File: src/rtl/trap_pkg.sv
// trap_pkg: shared types and constants for the machine-mode trap sequencer
package trap_pkg;
  typedef enum logic [3:0] {
    EXC_INSN_MISALIGN  = 4'd0,
    EXC_INSN_FAULT     = 4'd1,
    EXC_ILLEGAL_INSN   = 4'd2,
    EXC_BREAKPOINT     = 4'd3,
    EXC_LOAD_MISALIGN  = 4'd4,
    EXC_LOAD_FAULT     = 4'd5,
    EXC_STORE_MISALIGN = 4'd6,
    EXC_STORE_FAULT    = 4'd7,
    EXC_ECALL_M        = 4'd11
  } exc_code_t;
  localparam logic [3:0] IRQ_CODE_EXT   = 4'd11;
  localparam logic [3:0] IRQ_CODE_SW    = 4'd3;
  localparam logic [3:0] IRQ_CODE_TIMER = 4'd7;
  typedef enum logic [1:0] {IDLE, FIRE, REFILL} state_t;
  localparam int CNT_W = 4;
endpackage

File: src/rtl/irq_priority_encoder.sv
// irq_priority_encoder: masks interrupt lines and picks ext > sw > timer
module irq_priority_encoder
  import trap_pkg::*;
(
  input  logic       i_irq_ext,
  input  logic       i_irq_sw,
  input  logic       i_irq_timer,
  input  logic       i_mstatus_mie,
  input  logic [2:0] i_mie,
  input  logic       i_pc_valid,
  output logic       o_irq_valid,
  output logic [3:0] o_irq_code
);
  logic w_gate;
  logic w_ext;
  logic w_sw;
  logic w_timer;
  assign w_gate  = i_mstatus_mie & i_pc_valid;
  assign w_ext   = w_gate & i_irq_ext & i_mie[2];
  assign w_sw    = w_gate & i_irq_sw & i_mie[1];
  assign w_timer = w_gate & i_irq_timer & i_mie[0];
  // fixed-priority selection of the highest eligible interrupt code
  always_comb begin
    o_irq_valid = w_ext | w_sw | w_timer;
    o_irq_code  = w_ext ? IRQ_CODE_EXT : w_sw ? IRQ_CODE_SW : IRQ_CODE_TIMER;
  end
endmodule

File: src/rtl/trap_sequencer.sv
// trap_sequencer: arbitrates exceptions/MRET/interrupts, emits redirect and CSR strobes; VECTORED_MTVEC_EN enables vectored interrupt targets
module trap_sequencer
  import trap_pkg::*;
#(
  parameter int XLEN          = 32,
  parameter int REFILL_CYCLES = 3
) (
  input  logic            clk,
  input  logic            reset,
  input  logic            stall_pipl,
  input  logic            exc_valid,
  input  logic [3:0]      exc_cause,
  input  logic [XLEN-1:0] exc_tval,
  input  logic [XLEN-1:0] mem_pc,
  input  logic            mem_pc_valid,
  input  logic            mret_req,
  input  logic            irq_ext,
  input  logic            irq_sw,
  input  logic            irq_timer,
  input  logic            csr_mstatus_mie,
  input  logic [2:0]      csr_mie,
  input  logic [XLEN-1:0] csr_mtvec,
  input  logic [XLEN-1:0] csr_mepc,
  output logic            trap_taken,
  output logic            mret_exec,
  output logic [XLEN-1:0] redirect_pc,
  output logic            mepc_we,
  output logic            mcause_we,
  output logic            mtval_we,
  output logic [XLEN-1:0] mepc_wdata,
  output logic [XLEN-1:0] mcause_wdata,
  output logic [XLEN-1:0] mtval_wdata,
  output logic            mstatus_trap,
  output logic            mstatus_mret
);
  localparam logic [CNT_W-1:0] L_REFILL = CNT_W'(REFILL_CYCLES);
  state_t          r_state;
  state_t          w_state_nx;
  logic [CNT_W-1:0] r_cnt;
  logic [CNT_W-1:0] w_cnt_nx;
  logic            w_irq_valid;
  logic [3:0]      w_irq_code;
  logic            w_accept;
  logic            w_is_exc;
  logic            w_is_mret;
  logic            w_trap_nx;
  logic            w_mret_nx;
  logic [XLEN-1:0] w_base;
  logic [XLEN-1:0] w_irq_target;
  logic [XLEN-1:0] w_redirect_nx;
  logic [XLEN-1:0] w_mepc_nx;
  logic [XLEN-1:0] w_mcause_nx;
  logic [XLEN-1:0] w_mtval_nx;

  irq_priority_encoder u_irq_enc (
    .i_irq_ext     (irq_ext),
    .i_irq_sw      (irq_sw),
    .i_irq_timer   (irq_timer),
    .i_mstatus_mie (csr_mstatus_mie),
    .i_mie         (csr_mie),
    .i_pc_valid    (mem_pc_valid),
    .o_irq_valid   (w_irq_valid),
    .o_irq_code    (w_irq_code)
  );

  assign w_base = {csr_mtvec[XLEN-1:2], 2'b00};
`ifdef VECTORED_MTVEC_EN
  assign w_irq_target = (csr_mtvec[1:0] == 2'b01) ?
                        w_base + {{(XLEN-6){1'b0}}, w_irq_code, 2'b00} : w_base;
`else
  logic w_unused_mode;
  assign w_unused_mode = ^csr_mtvec[1:0];
  assign w_irq_target  = w_base;
`endif

  // next state, refill countdown and the registered pulse/data values of the following cycle
  always_comb begin
    w_state_nx    = r_state;
    w_cnt_nx      = r_cnt;
    w_accept      = (r_state == IDLE) && !stall_pipl && (exc_valid || mret_req || w_irq_valid);
    w_is_exc      = exc_valid;
    w_is_mret     = !exc_valid && mret_req;
    w_trap_nx     = w_accept && !w_is_mret;
    w_mret_nx     = w_accept && w_is_mret;
    w_redirect_nx = !w_accept ? '0 : w_is_mret ? csr_mepc : w_is_exc ? w_base : w_irq_target;
    w_mepc_nx     = w_trap_nx ? mem_pc : '0;
    w_mcause_nx   = !w_trap_nx ? '0 :
                    w_is_exc ? {{(XLEN-4){1'b0}}, exc_cause} : {1'b1, {(XLEN-5){1'b0}}, w_irq_code};
    w_mtval_nx    = (w_trap_nx && w_is_exc) ? exc_tval : '0;
    if (r_state == IDLE && w_accept) w_state_nx = FIRE;
    if (r_state == FIRE) begin
      w_state_nx = REFILL;
      w_cnt_nx   = L_REFILL;
    end
    if (r_state == REFILL && !stall_pipl) begin
      w_cnt_nx   = r_cnt - 1'b1;
      w_state_nx = (r_cnt <= 1) ? IDLE : REFILL;
    end
  end

  // state register and registered outputs; async reset clears pulses immediately
  always_ff @(posedge clk or posedge reset) begin
    if (reset) begin
      r_state      <= IDLE;
      r_cnt        <= '0;
      trap_taken   <= 1'b0;
      mret_exec    <= 1'b0;
      redirect_pc  <= '0;
      mepc_we      <= 1'b0;
      mcause_we    <= 1'b0;
      mtval_we     <= 1'b0;
      mepc_wdata   <= '0;
      mcause_wdata <= '0;
      mtval_wdata  <= '0;
      mstatus_trap <= 1'b0;
      mstatus_mret <= 1'b0;
    end else begin
      r_state      <= w_state_nx;
      r_cnt        <= w_cnt_nx;
      trap_taken   <= w_trap_nx;
      mret_exec    <= w_mret_nx;
      redirect_pc  <= w_redirect_nx;
      mepc_we      <= w_trap_nx;
      mcause_we    <= w_trap_nx;
      mtval_we     <= w_trap_nx;
      mepc_wdata   <= w_mepc_nx;
      mcause_wdata <= w_mcause_nx;
      mtval_wdata  <= w_mtval_nx;
      mstatus_trap <= w_trap_nx;
      mstatus_mret <= w_mret_nx;
    end
  end
endmodule

File: config.mk
export PLATFORM = sky130hd
export DESIGN_NAME = trap_sequencer
export DESIGN_NICKNAME = d
export VERILOG_FILES = /design/src/rtl/trap_pkg.sv /design/src/rtl/irq_priority_encoder.sv /design/src/rtl/trap_sequencer.sv
export SDC_FILE = /design/constraint.sdc
export NUM_CORES = 1
export LEC_CHECK = 0
export BUFFER_PORTS_ARGS = -buffer_cell sky130_fd_sc_hd__clkbuf_2
export CORE_AREA = 4 4 107 109
export DETAILED_ROUTE_END_ITERATION = 12
export DIE_AREA = 0 0 111 113
export PLACE_DENSITY = 0.76
export SETUP_SLACK_MARGIN = 0.3
export SKIP_CTS_REPAIR_TIMING = 1
export SYNTH_ARGS = -nofsm -noshare
export SYNTH_HDL_FRONTEND = slang
export SYNTH_SLANG_ARGS = --single-unit
File: constraint.sdc
create_clock -name clk -period 6.6 [get_ports clk]
set_input_delay 1.32 -clock clk [delete_from_list [all_inputs] [get_ports clk]]
set_output_delay 1.32 -clock clk [all_outputs]
set_load 0.005 [all_outputs]
==> key figures, run 1 <==
Timing
  • Setup TNS: 0 ns
  • Hold Fails Final Rpt: 0
  • Endpoints failing setup: 0
  • Setup ws final: 3.47 ns
  • Final Critical Period: 3.13 ns
  • RSZ-0062 raised after global routing: no
  • Final worst path period share: 0.474
  • Worst-Margin Slew: 0.730 ns
  • Pins over their slew limit: 0
  • Slew HR: 0.513
  • F_max: 320 MHz
  • Layout Skew: 0.00894 ns

Critical path
  • WS Path Type: input port to register
  • Critical path startpoint category: input port
  • Reg-to-reg startpoint: r_state[0]
  • Critical Path RT: 6.89 ns
  • Crit-path max FO: 65
  • Setup crit start: exc_valid
  • Crit path capture type: register
  • CP arrival: 3.41 ns

Floorplan
  • Starting Density: 0.387
  • Die height: 113 µm
  • Top-level port count: 280
  • Core Region: 0.0106 mm²
  • Die X: 111 µm
  • Die Area: 0.0125 mm²
  • Row count: 38

Drt
  • Drt pass-1 iters: 6
  • WL met1: 4.38 mm
  • Number of DRC markers in iteration 0: 169
  • Uppermost layer routed: met4
  • Via density: 4.60
  • DRC errors left: 0
  • Drt total wl: 11.3 mm
  • WL met3: 862 µm
  • DR WL met2: 5.81 mm
  • Final antenna-violating net count: 0
  • Vias: 3,177
  • Avg WL per Cell: 16.4 µm

Status
  • Status: finished clean

Synth
  • Sequential area share after synthesis: 0.664
  • Post-synthesis cell type count: 37
  • Area contributors post-synth: dfrtp_1 66%, a22o_1 6.4%, buf_4 6.4%
  • Synth warn: 0
  • Top-area cell type share of the netlist area: 0.664
  • #FFs+latches synth: 109
  • Cell area after synthesis: 0.00411 mm²
  • Mapped Cells: 308
  • Syn avg cell area: 13.3 µm²
  • Area leader, netlist: dfrtp_1

Clock network
  • Clock Sinks: 109
  • CTS root buf: clkbuf_8
  • Clock transition at path regs: 0.10 ns
  • TritonCTS buffer count: 9
  • TritonCTS clock tree: built
  • Max Root-Sink Buffers: 2
  • Clock Latency Late Sink: 0.37 ns
  • Htree depth: 3

Global routing
  • Number of global-route vias before repair: 3,314
  • Largest net degree at the start of global routing: 66
  • GRT Total Usage: 0.180
  • GRT Residual Overflow: 0
  • First-pass GRT wire length: 17.6 mm
  • Initial antenna violation count: 0

Placement
  • Dpl hpwl: 8.81 mm
  • RePlAce Congestion: 0.866
  • Pre-CTS WS: 3.11 ns
  • IO Port Bufs: 250

Job
  • Max-Cap Viols: 0

Power and ir drop
  • LEAKAGE: 3.37 nW
  • Total chip power: 1.43 mW
  • Maximum vdd ir drop: 97.4 µV
  • Pwr dens: 258 mW/mm²

Layout
  • Most frequent cells in the layout: 250 x clkbuf_2, 109 x dfrtp_1, 35 x and2_1
  • Share of cells above drive strength 1: 0.508
  • Final nets: 694
  • Ant diodes: 0
  • Commonest non-fill, non-tap cell in the layout: clkbuf_2
  • Synth-to-Final Area Change: 34.6%
  • Post-layout util: 0.521

Worst hold path
  • Min-delay src: r_cnt[3]
  • Hold Path Class: register to register
-- cells in the mapped netlist --
| library cell | instances |
|---|---|
| and2_1 | 35 |
| a21oi_1 | 2 |
| a22o_1 | 30 |
| conb_1 | 1 |
| buf_6 | 3 |
| nor2_1 | 4 |
| clkbuf_1 | 10 |
| a21bo_2 | 1 |
| or3b_2 | 1 |
| a222oi_1 | 1 |
| o41ai_2 | 1 |
| or3_4 | 1 |
| nor2b_1 | 1 |
| nor3_1 | 4 |
| a31o_2 | 1 |
| dfrtp_1 | 109 |
| nor4b_1 | 1 |
| nand2b_1 | 1 |
| nor4_1 | 2 |
| inv_1 | 6 |
| buf_4 | 35 |
| a21boi_2 | 2 |
| buf_2 | 3 |
| a41o_1 | 1 |
| a32o_1 | 2 |
| and3_1 | 34 |
| buf_1 | 1 |
| o41ai_1 | 1 |
| ha_1 | 2 |
| o22ai_1 | 1 |
| a22oi_1 | 1 |
| o21ai_0 | 1 |
| a211o_1 | 1 |
| a21o_1 | 1 |
| or4b_2 | 1 |
| nand2_1 | 5 |
| nor3b_2 | 1 |
-- metal layers --
layer | vias to the layer above | global-route usage
met3 | 20 | 0.0455
met2 | 151 | 0.299
met1 | 1542 | 0.223
met4 | 0 | 0.0780
met5 | - | 0
li1 | 1464 | -
-- power by group --
| group | switching (mW) | leakage [nW] | total (mW) | internal, mW |
|---|---|---|---|---|
| Combinational | 0.126 | 1.78 | 0.250 | 0.125 |
| Sequential | 0.0436 | 1.50 | 0.773 | 0.729 |
| Clock | 0.227 | 0.0980 | 0.405 | 0.178 |
| Total | 0.396 | 3.37 | 1.43 | 1.03 |
-- per-stage QoR --
step                cells  instance area [µm²]  hold slack, ns
floorplan             334                 4210           0.518
global placement      676                 5330           0.543
detailed placement    676                 5330           0.558
CTS                   691                 5530           0.580
global route          691                 5530           0.633
finish                691                 5530           0.581
-- cell families after synthesis --
group,share of synthesized area
compound gates,0.101
simple gates,0.137
flops,0.664
other cells,0.000913
fa+ha+maj,0.00609
buf+inv,0.0914
-- sequential cells by signal (all words and copies together), names as in the netlist --
signal        cells
mstatus_trap      1
r_state           2
r_cnt             4
mcause_wdata      5
mstatus_mret      1
mtval_wdata      32
mepc_wdata       32
redirect_pc      32
-- worst max-delay path, stage by stage --
cell and delay (ns):
clkbuf_2 0.50, or4b_2 0.69, o41ai_4 0.08, buf_4 0.53, a21boi_2 0.25
-- worst paths after layout --
check                                       end  slack (ns)  cells past startpoint
worst min register to register       r_state[1]        0.58                      2
min in group asynchronous       mtval_wdata[23]        1.02                      2
worst max-delay path            mcause_wdata[0]        3.47                      5
worst max register to register  mcause_wdata[0]        4.33                      4
worst min-delay path                 r_state[1]        0.58                      2
max in group asynchronous       mcause_wdata[1]        4.40                      3
-- final cells by class --
| type | count | area (µm²) |
|---|---|---|
| inverter | 6 | 25.0 |
| fill | 931 | 5070 |
| multi-input combinational | 167 | 1120 |
| timing repair buffer | 254 | 1280 |
| clock buffer | 9 | 124 |
| sequential | 109 | 2730 |
| clock inverter | 6 | 71.3 |
| tap | 140 | 175 |
(Power assumes the default switching activity.)
==> run 2, diff against run 1 <==
--- a/config.mk
+++ b/config.mk
@@ -6,9 +6,9 @@
 export NUM_CORES = 1
 export LEC_CHECK = 0
 export BUFFER_PORTS_ARGS = -buffer_cell sky130_fd_sc_hd__clkbuf_2
-export CORE_AREA = 4 4 107 109
+export CORE_MARGIN = 4
+export CORE_UTILIZATION = 37
 export DETAILED_ROUTE_END_ITERATION = 12
-export DIE_AREA = 0 0 111 113
 export PLACE_DENSITY = 0.76
 export SETUP_SLACK_MARGIN = 0.3
 export SKIP_CTS_REPAIR_TIMING = 1
==> constraint.sdc (replaced) <==
create_clock -name clk -period 2.6 [get_ports clk]
set_input_delay 0.52 -clock clk [delete_from_list [all_inputs] [get_ports clk]]
set_output_delay 0.52 -clock clk [all_outputs]
set_load 0.005 [all_outputs]
==> key figures, run 2 (synthesis gave the netlist of run 1 again) <==
Status
  • Status: finished clean

Global routing
  • Number of global-route vias before repair: 3,148
  • Largest net degree at the start of global routing: 45
  • First-pass GRT wire length: 16.4 mm
  • Initial antenna violation count: 0
  • GRT Total Usage: 0.165
  • GRT Residual Overflow: 0

Placement
  • Dpl hpwl: 8.87 mm
  • IO Port Bufs: 250
  • Cell Area, Placed: 0.00539 mm²
  • Cell count after placement: 680
  • RePlAce Congestion: 0.940

Layout
  • Final Instance Count excl. Fillers: 696
  • Commonest non-fill, non-tap cell in the layout: clkbuf_2
  • Most frequent cells in the layout: 250 x clkbuf_2, 109 x dfrtp_1, 35 x and2_1
  • Ant diodes: 0
  • Design area: 0.00558 mm²
  • Synth-to-Final Area Change: 35.9%
  • Final nets: 698
  • Largest regs: mepc_wdata: 32 flops, mtval_wdata: 32 flops, redirect_pc: 32 flops
  • Share of cells above drive strength 1: 0.513

Power and ir drop
  • Maximum vdd ir drop: 339 µV
  • Part of the power in registers: 0.547
  • Net Sw Frac: 0.284
  • Internal power: 2.57 mW
  • Net switching power figure: 1.02 mW
  • Pwr dens: 643 mW/mm²
  • LEAKAGE: 3.40 nW
  • Comb power frac: 0.178
  • Total chip power: 3.59 mW
  • Clock power frac: 0.275

Drt
  • Drt pass-1 iters: 4
  • Avg WL per Cell: 16.0 µm
  • Final antenna-violating net count: 0
  • DRC errors left: 0
  • Number of DRC markers in iteration 0: 214
  • Drt total wl: 11.2 mm
  • Vias: 3,183
  • Via density: 4.57

Timing
  • Hold Fails Final Rpt: 0
  • Hold WS: 0.275 ns
  • Slew HR: 0.453
  • Endpoints failing setup: 0
  • Setup TNS: 0 ns
  • Final Critical Period: 2.05 ns
  • Worst-Margin Slew: 0.818 ns
  • Layout Skew: 0.0143 ns
  • Pins over their slew limit: 0
  • RSZ-0062 raised after global routing: no
  • Final worst path period share: 0.790
  • F_max: 487 MHz

Job
  • Max-Cap Viols: 0

Clock network
  • Clock transition at path regs: 0.11 ns
  • Htree depth: 3
  • Max Root-Sink Buffers: 2
  • TritonCTS clock tree: built
  • Clock Latency Late Sink: 0.37 ns
  • Clock Sinks: 109
  • TritonCTS buffer count: 9
  • CTS root buf: clkbuf_8

Floorplan
  • Core Region: 0.0108 mm²
  • Top-level port count: 280
  • Die X: 113 µm
  • Die height: 113 µm
  • Row count: 38
  • Die Area: 0.0129 mm²
  • Starting Density: 0.379

Critical path
  • Crit path capture type: register
  • Crit-path max FO: 40
  • Setup crit start: r_state[0]
  • Critical path startpoint category: register
  • R2r worst-path depth: 4
  • Reg-to-reg startpoint: r_state[0]
  • CP arrival: 2.35 ns
  • Critical Path RT: 2.90 ns
  • WS Path Type: register to register

Worst hold path
  • Hold Path Class: input port to async pin
[run 2: power by group through the flow]
stage	Combinational, mW	Clock [mW]	Sequential, mW
finish	0.638	0.988	1.96
global route	0.705	1.08	1.98
CTS	0.649	1.01	1.96
detailed placement	0.645	0	1.99
global placement	0.627	0	1.99
floorplan	0.374	0	1.97
[run 2: cell type report]
type / count / area [µm²]
inverter: 6 / 26.3
clock buffer: 10 / 138
timing repair buffer: 258 / 1340
sequential: 109 / 2730
fill: 971 / 5260
multi-input combinational: 167 / 1120
tap: 140 / 175
clock inverter: 6 / 53.8
[run 2: metrics by stage]
step | setup slack (ns) | utilization
CTS | 0.513 | 0.515
floorplan | 0.701 | -
finish | 0.547 | 0.515
detailed placement | 0.444 | 0.497
global route | 0.419 | 0.515
global placement | 0.456 | 0.497
[run 2: routing by layer]
| metal | global-route usage | vias to the layer above | wire [µm] | part of all wire |
|---|---|---|---|---|
| met3 | 0.0428 | 18 | 901 | 0.081 |
| met4 | 0.0649 | 0 | 245 | 0.022 |
| met5 | 0 | - | 0 | 0 |
| met1 | 0.206 | 1534 | 4390 | 0.39 |
| met2 | 0.274 | 156 | 5630 | 0.50 |
| li1 | - | 1475 | - | - |
[run 2: final timing paths]
check                                  end  slack (ns)
min in group clk             mepc_wdata[3]        0.35
setup reg to reg           redirect_pc[29]        0.55
setup / recovery           redirect_pc[29]        0.55
hold reg to reg                 r_state[1]        0.58
max in group asynchronous   mepc_wdata[15]        1.66
hold / removal              mepc_wdata[20]        0.27
[run 2: critical path, stage by stage, from the launching register on]
cell	delay, ns
dfrtp_1	0.54
or3_4	0.49
o41ai_4	0.38
buf_4	0.37
a22o_1	0.21
